--- config.mk ---
export PLATFORM = sky130hd
export DESIGN_NAME = controle_execucao
export DESIGN_NICKNAME = d
export VERILOG_FILES = /design/src/rtl/controle_execucao.sv
export SDC_FILE = /design/constraint.sdc
export NUM_CORES = 1
export LEC_CHECK = 0
export ABC_AREA = 1
export CAP_MARGIN = 5
export CORE_MARGIN = 5
export CORE_UTILIZATION = 60
export CTS_BUF_LIST = sky130_fd_sc_hd__clkbuf_16
export DETAILED_ROUTE_END_ITERATION = 6
export GPL_ROUTABILITY_DRIVEN = 0
export PLACE_DENSITY = 0.92
export SETUP_SLACK_MARGIN = 0.05
export SYNTH_ARGS = -nofsm -noshare
export SYNTH_HDL_FRONTEND = slang
export SYNTH_SLANG_ARGS = --single-unit
--- constraint.sdc ---
create_clock -name clock_fpga -period 4.9 [get_ports clock_fpga]
set_clock_uncertainty 0.1 [all_clocks]
set_input_delay 0.735 -clock clock_fpga [delete_from_list [all_inputs] [get_ports clock_fpga]]
set_output_delay 0.735 -clock clock_fpga [all_outputs]
set_load 0.02 [all_outputs]
--- src/rtl/controle_execucao.sv ---
// rtl/controle_execucao.sv - execution controller driving the clock divider halt/congela inputs
module controle_execucao #(
  parameter int DEBOUNCE_CYCLES = 500000,
  parameter int CNT_W           = 20
) (
  input  logic       clock_fpga,
  input  logic       reset_n,
  input  logic       btn_continua,
  input  logic       sw_passo,
  input  logic       instr_halt,
  input  logic       instr_in,
  input  logic       tick,
  output logic       halt,
  output logic       congela,
  output logic       entrada_ok,
  output logic [2:0] estado
);

  localparam logic [2:0] ST_RUN       = 3'b000;
  localparam logic [2:0] ST_PAUSE_IN  = 3'b001;
  localparam logic [2:0] ST_HALTED    = 3'b010;
  localparam logic [2:0] ST_STEP_WAIT = 3'b011;
  localparam logic [2:0] ST_STEP_RUN  = 3'b100;

  localparam logic [CNT_W-1:0] CNT_LAST = CNT_W'(DEBOUNCE_CYCLES - 1);

  logic             sync1_q, sync2_q;
  logic             stable_q, stable_d;
  logic [CNT_W-1:0] cnt_q, cnt_d;
  logic             btn_press;

  logic [2:0]       state_q, state_d;
  logic             halt_q, halt_d;
  logic             congela_q, congela_d;
  logic             entrada_ok_q, entrada_ok_d;

  // Two-flop synchronizer for the asynchronous button.
  always_ff @(posedge clock_fpga) begin
    if (!reset_n) begin
      sync1_q <= 1'b0;
      sync2_q <= 1'b0;
    end else begin
      sync1_q <= btn_continua;
      sync2_q <= sync1_q;
    end
  end

  // Debounce: count consecutive cycles the synchronized input disagrees with the stable level.
  always_comb begin
    stable_d = stable_q;
    cnt_d    = cnt_q;
    if (sync2_q == stable_q) begin
      cnt_d = '0;
    end else if (cnt_q == CNT_LAST) begin
      stable_d = sync2_q;
      cnt_d    = '0;
    end else begin
      cnt_d = cnt_q + CNT_W'(1);
    end
  end

  // The press is consumed on the same edge that the stable level rises.
  assign btn_press = stable_d & ~stable_q;

  // Debounce state registers.
  always_ff @(posedge clock_fpga) begin
    if (!reset_n) begin
      stable_q <= 1'b0;
      cnt_q    <= '0;
    end else begin
      stable_q <= stable_d;
      cnt_q    <= cnt_d;
    end
  end

  // Next-state and pulse decode; presses in RUN/STEP_RUN/HALTED are simply dropped.
  always_comb begin
    state_d      = state_q;
    congela_d    = 1'b0;
    entrada_ok_d = 1'b0;
    case (state_q)
      ST_RUN: begin
        if (instr_halt)    state_d = ST_HALTED;
        else if (instr_in) state_d = ST_PAUSE_IN;
        else if (sw_passo) state_d = ST_STEP_WAIT;
      end
      ST_PAUSE_IN: begin
        if (btn_press) begin
          state_d      = ST_RUN;
          congela_d    = 1'b1;
          entrada_ok_d = 1'b1;
        end
      end
      ST_HALTED: begin
        state_d = ST_HALTED;
      end
      ST_STEP_WAIT: begin
        if (instr_halt)     state_d = ST_HALTED;
        else if (instr_in)  state_d = ST_PAUSE_IN;
        else if (!sw_passo) state_d = ST_RUN;
        else if (btn_press) begin
          state_d   = ST_STEP_RUN;
          congela_d = 1'b1;
        end
      end
      ST_STEP_RUN: begin
        if (tick) state_d = sw_passo ? ST_STEP_WAIT : ST_RUN;
      end
      default: begin
        state_d = ST_RUN;
      end
    endcase
    halt_d = (state_d == ST_PAUSE_IN) || (state_d == ST_HALTED) ||
             (state_d == ST_STEP_WAIT);
  end

  // State and registered outputs update together so halt tracks estado exactly.
  always_ff @(posedge clock_fpga) begin
    if (!reset_n) begin
      state_q      <= ST_RUN;
      halt_q       <= 1'b0;
      congela_q    <= 1'b0;
      entrada_ok_q <= 1'b0;
    end else begin
      state_q      <= state_d;
      halt_q       <= halt_d;
      congela_q    <= congela_d;
      entrada_ok_q <= entrada_ok_d;
    end
  end

  assign estado     = state_q;
  assign halt       = halt_q;
  assign congela    = congela_q;
  assign entrada_ok = entrada_ok_q;

endmodule
==> results of run 1 <==
[cell type report]
class | count | share of cell area [%]
inverters | 34 | 7.47
flip-flops and latches | 29 | 34.0
well taps | 28 | 2.05
clock buffers | 5 | 7.32
repair buffers | 12 | 7.03
multi-input cells | 138 | 41.7
clock inverters | 2 | 0.439
[synthesized netlist by cell type (all sizes together)]
cell type,count
nand2,45
nor2,37
inv,34
dfxtp,29
nor3,13
a21oi,9
o21ai,8
nand3,6
nand4,6
xor2,5
nor3b,2
xnor2,2
and2,1
buf,1
ha,1
nor4,1
o31ai,1
or2,1
[routing by layer]
layer	wire [um]	global-route usage (%)	up-vias
met5	0	0	-
met4	76	11.0	0
met3	228	8.11	11
met2	1400	33.3	52
met1	1190	19.7	554
li1	-	-	665
[sequential cells by signal (all words and copies together) (netlist names)]
register and cells:
halt 1, stable_q 1, sync2_q 1, entrada_ok 1, congela 1, estado 3, cnt_q 20, sync1_q 1
[logic make-up after synthesis]
group,after synthesis
fa+ha+maj,1
flops,29
buf+inv,35
compound gates,18
xor+xnor,7
simple gates,112
[power by group through the flow]
stage	combinational, mW	clock, mW	sequential, mW
final	0.0349	0.273	0.244
after global routing	0.0391	0.291	0.245
after CTS	0.0349	0.278	0.244
after detailed placement	0.0344	0	0.249
after global placement	0.0339	0	0.248
after floorplan	0.0152	0	0.252
[worst register-to-register path, stage by stage (launching register included)]
cell	delay (ps)
dfxtp_1	370
ha_1	220
nand3_2	150
nor3_4	220
nand3_2	150
nor3_4	230
nand2_2	80
o21ai_0	180
nor2_1	60
[worst max path at each step]
stage | from | endpoint | slack [ps] | cells past startpoint
global placement | reset_n | cnt_q[14]$_SDFF_PP0_ | 2630 | 7
global route | reset_n | cnt_q[14]$_SDFF_PP0_ | 2690 | 7
CTS | estado[2]$_SDFF_PN0_ | estado[2] | 2740 | 1
floorplan | cnt_q[0]$_SDFF_PP0_ | cnt_q[18]$_SDFF_PP0_ | 3290 | 8
finish | estado[2]$_SDFF_PN0_ | estado[2] | 2740 | 1
detailed placement | reset_n | cnt_q[14]$_SDFF_PP0_ | 2580 | 7
[per-stage QoR]
stage | hold WS (ps) | std cells | setup WS [ps] | total power, mW
final | 325 | 248 | 2740 | 0.553
after global routing | 388 | 248 | 2690 | 0.574
after CTS | 326 | 248 | 2740 | 0.557
after detailed placement | 314 | 241 | 2580 | 0.283
after global placement | 308 | 241 | 2630 | 0.282
after floorplan | 290 | 202 | 3290 | 0.267
==> qor.txt, run 1 <==
Max cap viols = 0
Main combinational cell family by area after synthesis = simple AND/OR/NAND/NOR gates
Gr ovfl total = 0
Largest net degree at the start of global routing = 14
Worst Hold Class = register to register
Outcome = finished clean
Part of the cycle the worst path needs = 44.1%
Reg area = 581 sq um
Register area share after synthesis = 40.6%
First-pass GRT wire length = 5080 um
Pwr dens = 323 nW/um^2
Syn Inst Count = 202
Final Util = 76.5%
Seq cells post-synth = 29
Synth area leaders = dfxtp_1 41%, nand2_1 11%, inv_1 8.7%, nor2_1 8.7%, nor3_1 3.9%
Dominant cell type by area after synthesis = dfxtp_1
CP max stage delay = 640 ps
Peak VDD IR = 0.369 mV
Antenna violations before repair = 0
Relative slew slack = 78.0%
Pint = 437 uW
Area Growth Syn to Fin = 19.6%
GRT Resource Usage Total = 19.4%
Layout filler cell count = 164
Nets = 228
Row count = 17
Placed inst area = 1580 sq um
Critical Path RT = 4070 ps
DRC viols = 0
XOR/XNOR share of the synthesized area = 4.29%
Hold Startpoint = sync1_q$_SDFF_PN0_
Final HPWL from detailed placement = 2030 um
Pins Over Slew Limit = 0
Post-Layout Inst Area = 1710 sq um
Final WL = 2900 um
Post-route minimum period = 2160 ps
Logic pwr share = 6.3%
CP Capture Type = output pin
CTS tree = yes
Mux cell area share after synthesis = 0%
Avg Cell Area, Syn = 7.07 sq um
Final setup viols = 0
Max clock buf depth = 2
Vias in the first global route = 1275
Area of the mapped netlist = 1430 sq um
Sw frac = 21.0%
Register clock-pin slew on the reported worst setup and hold paths = 50 ps
Vias/cell = 5.17
Most frequent cells in the layout = 42 x nand2_1, 34 x inv_1, 33 x nor2_1, 29 x dfxtp_1, 12 x clkdlybuf4s50_1
Root Driver = clkbuf_16
Hold Buf Count CTS = 0
Setup_tns = 0 ps
H-tree Lvls = 2
Launching point of the worst reg2reg path = cnt_q[0]$_SDFF_PP0_
Multi-input gate area = 713 sq um
Port bufs = 12
Synthesized Nets = 210
Post-Synth Simple-Gate Area = 38.3%
Post-CTS Setup Repair Bufs = 0
Initial DRC count = 55
LEAKAGE = 0.662 nW
Hold depth = 2
R2r endpoint = cnt_q[18]$_SDFF_PP0_
Final Hold Viols = 0
Ant. Diodes = 0
Clock Latency Late Sink = 270 ps
Ports = 13
Top Family by Delay on Critical Path = buffers and inverters
Die area = 3460 sq um
Core ar. = 2230 sq um
Crit path DAT = 1330 ps
Critical path class = register to output pin
Slew @ Worst Pin = 330 ps
Setup slack, reg-to-reg = 3030 ps
Crit-path cells = clkdlybuf4s50_1
Worst hold endpoint = sync2_q$_SDFF_PN0_
Most common cell after layout, fill and taps aside = nand2_1
Unrepaired setup endpoints after global routing = no
Detail Route Antenna Nets = 0
Initial Util = 64.0%
Yosys top cell area share = 40.6%
Die H = 58.8 um
Yosys warnings = 0
Via total after detailed routing = 1282
CP startpoint kind = register
Fmax = 463 MHz
WP buf/inv = 1
Area share of fa/ha/maj cells after synthesis = 0.876%
Post-synthesis compound-gate area fraction = 6.48%
Crit Path Max Fanout = 6
Clock power frac = 49.5%
Slowest CP cell = clkdlybuf4s50_1
Seq pwr share = 44.2%
Worst R2R Path Depth = 8
Die Wd = 58.8 um
DR pass1 iterations = 4
PostCTS Resize Cnt = 0
Routed len/inst = 11.7 um
Num CTS Buffers = 5
NetSw = 116 uW
Yosys cell types = 25
Clock sinks = 29
Ratio of cells with drive above 1 in the final layout = 9.09%
Power figures use the tool's default switching activity.
==> inputs of run 2 (changes only) <==
CORE_UTILIZATION = 50   (was 60)
PLACE_DENSITY = 0.83   (was 0.92)
clock period = 1.9 ns   (was 4.9 ns; I/O delays follow)
==> run 2 against run 1 <==
  * Global-route usage decreased by 4.6 points
  * Sequential share of layout area is 0.80 points lower
  * Sequential cell count unchanged
  * Register-to-register slack lost 2900 ps
  * Cell area rose by 3.3%
  * Total power grew to 2.6 times the previous value
  * Non-clock buffer count is 3 higher
  * Combinational power grew to 2.6 times the previous value
  * Die area up 16%
  * Clock-buffer cell count unchanged
  * Largest power group unchanged
==> qor.txt, run 2 (same netlist as run 1, synthesis figures left out) <==
Outcome = finished clean
Vias in the first global route = 1151 (-9.7%)
Crit Path Max Fanout = 4 (-2)
Max reg flops = 20 (unchanged)
Initial Util = 51.8% (-12 points)
Critical Path RT = 1960 ps (-2110 ps)
Hold Buf Count CTS = 0 (unchanged)
Root Driver = clkbuf_16
Most used cell, CP = nor3_4
Die area = 4030 sq um (+16%)
Most frequent cells in the layout = 42 x nand2_1, 33 x inv_1, 33 x nor2_1, 27 x dfxtp_1, 12 x clkdlybuf4s50_1
Critical path class = register to register
Clock Latency Late Sink = 280 ps (about the same)
CP max stage delay = 360 ps (-280 ps)
Post-route minimum period = 1770 ps
CP Capture Type = register
Routed len/inst = 11.0 um (-5.6%)
Final worst slack = 132 ps (-2610 ps)
Slew @ Worst Pin = 293 ps (-37.5 ps)
Antenna violations before repair = 0 (unchanged)
GRT Resource Usage Total = 14.9% (-4.6 points)
Die Wd = 63.5 um (+7.9%)
DR pass1 iterations = 4 (unchanged)
Largest net degree at the start of global routing = 14 (unchanged)
Clock sinks = 29 (unchanged)
Final setup viols = 0 (unchanged)
LEAKAGE = 0.675 nW (+2.0%)
Initial DRC count = 95 (+73%)
Worst R2R Path Depth = 8 (unchanged)
Port bufs = 12 (unchanged)
Launching point of the worst reg2reg path = cnt_q[1]$_SDFF_PP0_
Row count = 19 (+2)
Most common cell after layout, fill and taps aside = nand2_1
Core ar. = 2760 sq um (+23%)
Largest reg by FF count = cnt_q
Final HPWL from detailed placement = 2020 um (-0.76%)
Hold depth = 2 (unchanged)
Unrepaired setup endpoints after global routing = no
Vias/cell = 4.92 (-4.9%)
DRC viols = 0 (unchanged)
Via total after detailed routing = 1254 (-2.2%)
Final WL = 2810 um (-2.9%)
Crit-path cells = ha_4, nand3_4, nor3_4, nand3_2, nor3_4, nand2_2, o21ai_1, nor2_1
Ratio of cells with drive above 1 in the final layout = 12.1% (+3.0 points)
Area Growth Syn to Fin = 23.6%
Place WS = 119 ps (-2460 ps)
First-pass GRT wire length = 4740 um (-6.7%)
Part of the cycle the worst path needs = 93.0%
Peak VDD IR = 0.930 mV (+150%)
Ant. Diodes = 0 (unchanged)
Pins Over Slew Limit = 0 (unchanged)
Max cap viols = 0 (unchanged)
Final Hold Viols = 0 (unchanged)
Nets = 231 (+1.3%)
Fmax = 566 MHz
Hold Startpoint = sync1_q$_SDFF_PN0_
CP startpoint kind = register
Crit. Startpoint = cnt_q[1]$_SDFF_PP0_
Worst Hold Class = register to register
Relative slew slack = 80.5% (+2.5 points)
Pwr dens = 819 nW/um^2 (+150%)
Gr ovfl total = 0 (unchanged)
Register clock-pin slew on the reported worst setup and hold paths = 50 ps (about the same)
Setup_tns = 0 ps (unchanged)
Max clock buf depth = 2 (unchanged)
Fin Hold WS = 305 ps (-20.0 ps)
Detail Route Antenna Nets = 0 (unchanged)
Slowest CP cell = dfxtp_2
Num CTS Buffers = 5 (unchanged)
Ports = 13 (unchanged)
Die H = 63.5 um (+7.9%)
H-tree Lvls = 2 (unchanged)
CTS tree = yes
Crit path DAT = 1830 ps (+500 ps)
-- run 2: per-stage QoR --
stage,util [%],cells,area (sq um),power [mW]
finish,64.0,255,1770,1.45
global route,64.0,255,1770,1.50
CTS,62.8,254,1730,1.46
detailed placement,57.8,246,1600,0.730
global placement,57.8,246,1600,0.730
floorplan,-,202,1430,0.689
-- run 2: final cells by class --
cell class	instances	area, sq um
fillers	244	992
multi-input cells	138	733
flip-flops and latches	29	586
repair buffers	15	143
inverters	34	128
clock buffers	5	125
well taps	31	38.8
clock inverters	3	12.5
-- run 2: repair_timing --
action	in CTS	in global routing
gates resized for setup	0	7
setup endpoints to repair	0	17
buffers inserted	0	1
-- run 2: worst max-delay path: cells and delay by family, from the launching register on --
family | cells | cell delay [ps]
simple gates | 6 | 900
flops | 1 | 360
fa+ha+maj | 1 | 170
compound gates | 1 | 130
-- run 2: worst paths after layout --
kind	end	slack (ps)
worst max register to register	cnt_q[18]$_SDFF_PP0_	130
worst max-delay path	cnt_q[18]$_SDFF_PP0_	130
worst min register to register	sync2_q$_SDFF_PN0_	310
worst min-delay path	sync2_q$_SDFF_PN0_	310
-- run 2: power by group --
part | switching [mW] | total, mW | internal, mW
Combinational | 0.0492 | 0.0913 | 0.0421
Clock | 0.255 | 0.726 | 0.471
Sequential | 0.00824 | 0.628 | 0.620
-- run 2: per-layer routing --
metal | part of all wire [%] | routed length [um] | GRT usage (%) | up-vias
met4 | 1.4 | 38 | 7.01 | 0
li1 | - | - | - | 676
met1 | 45 | 1280 | 17.6 | 554
met2 | 48 | 1350 | 23.4 | 20
met3 | 5.4 | 153 | 5.86 | 4
met5 | 0 | 0 | 0 | -
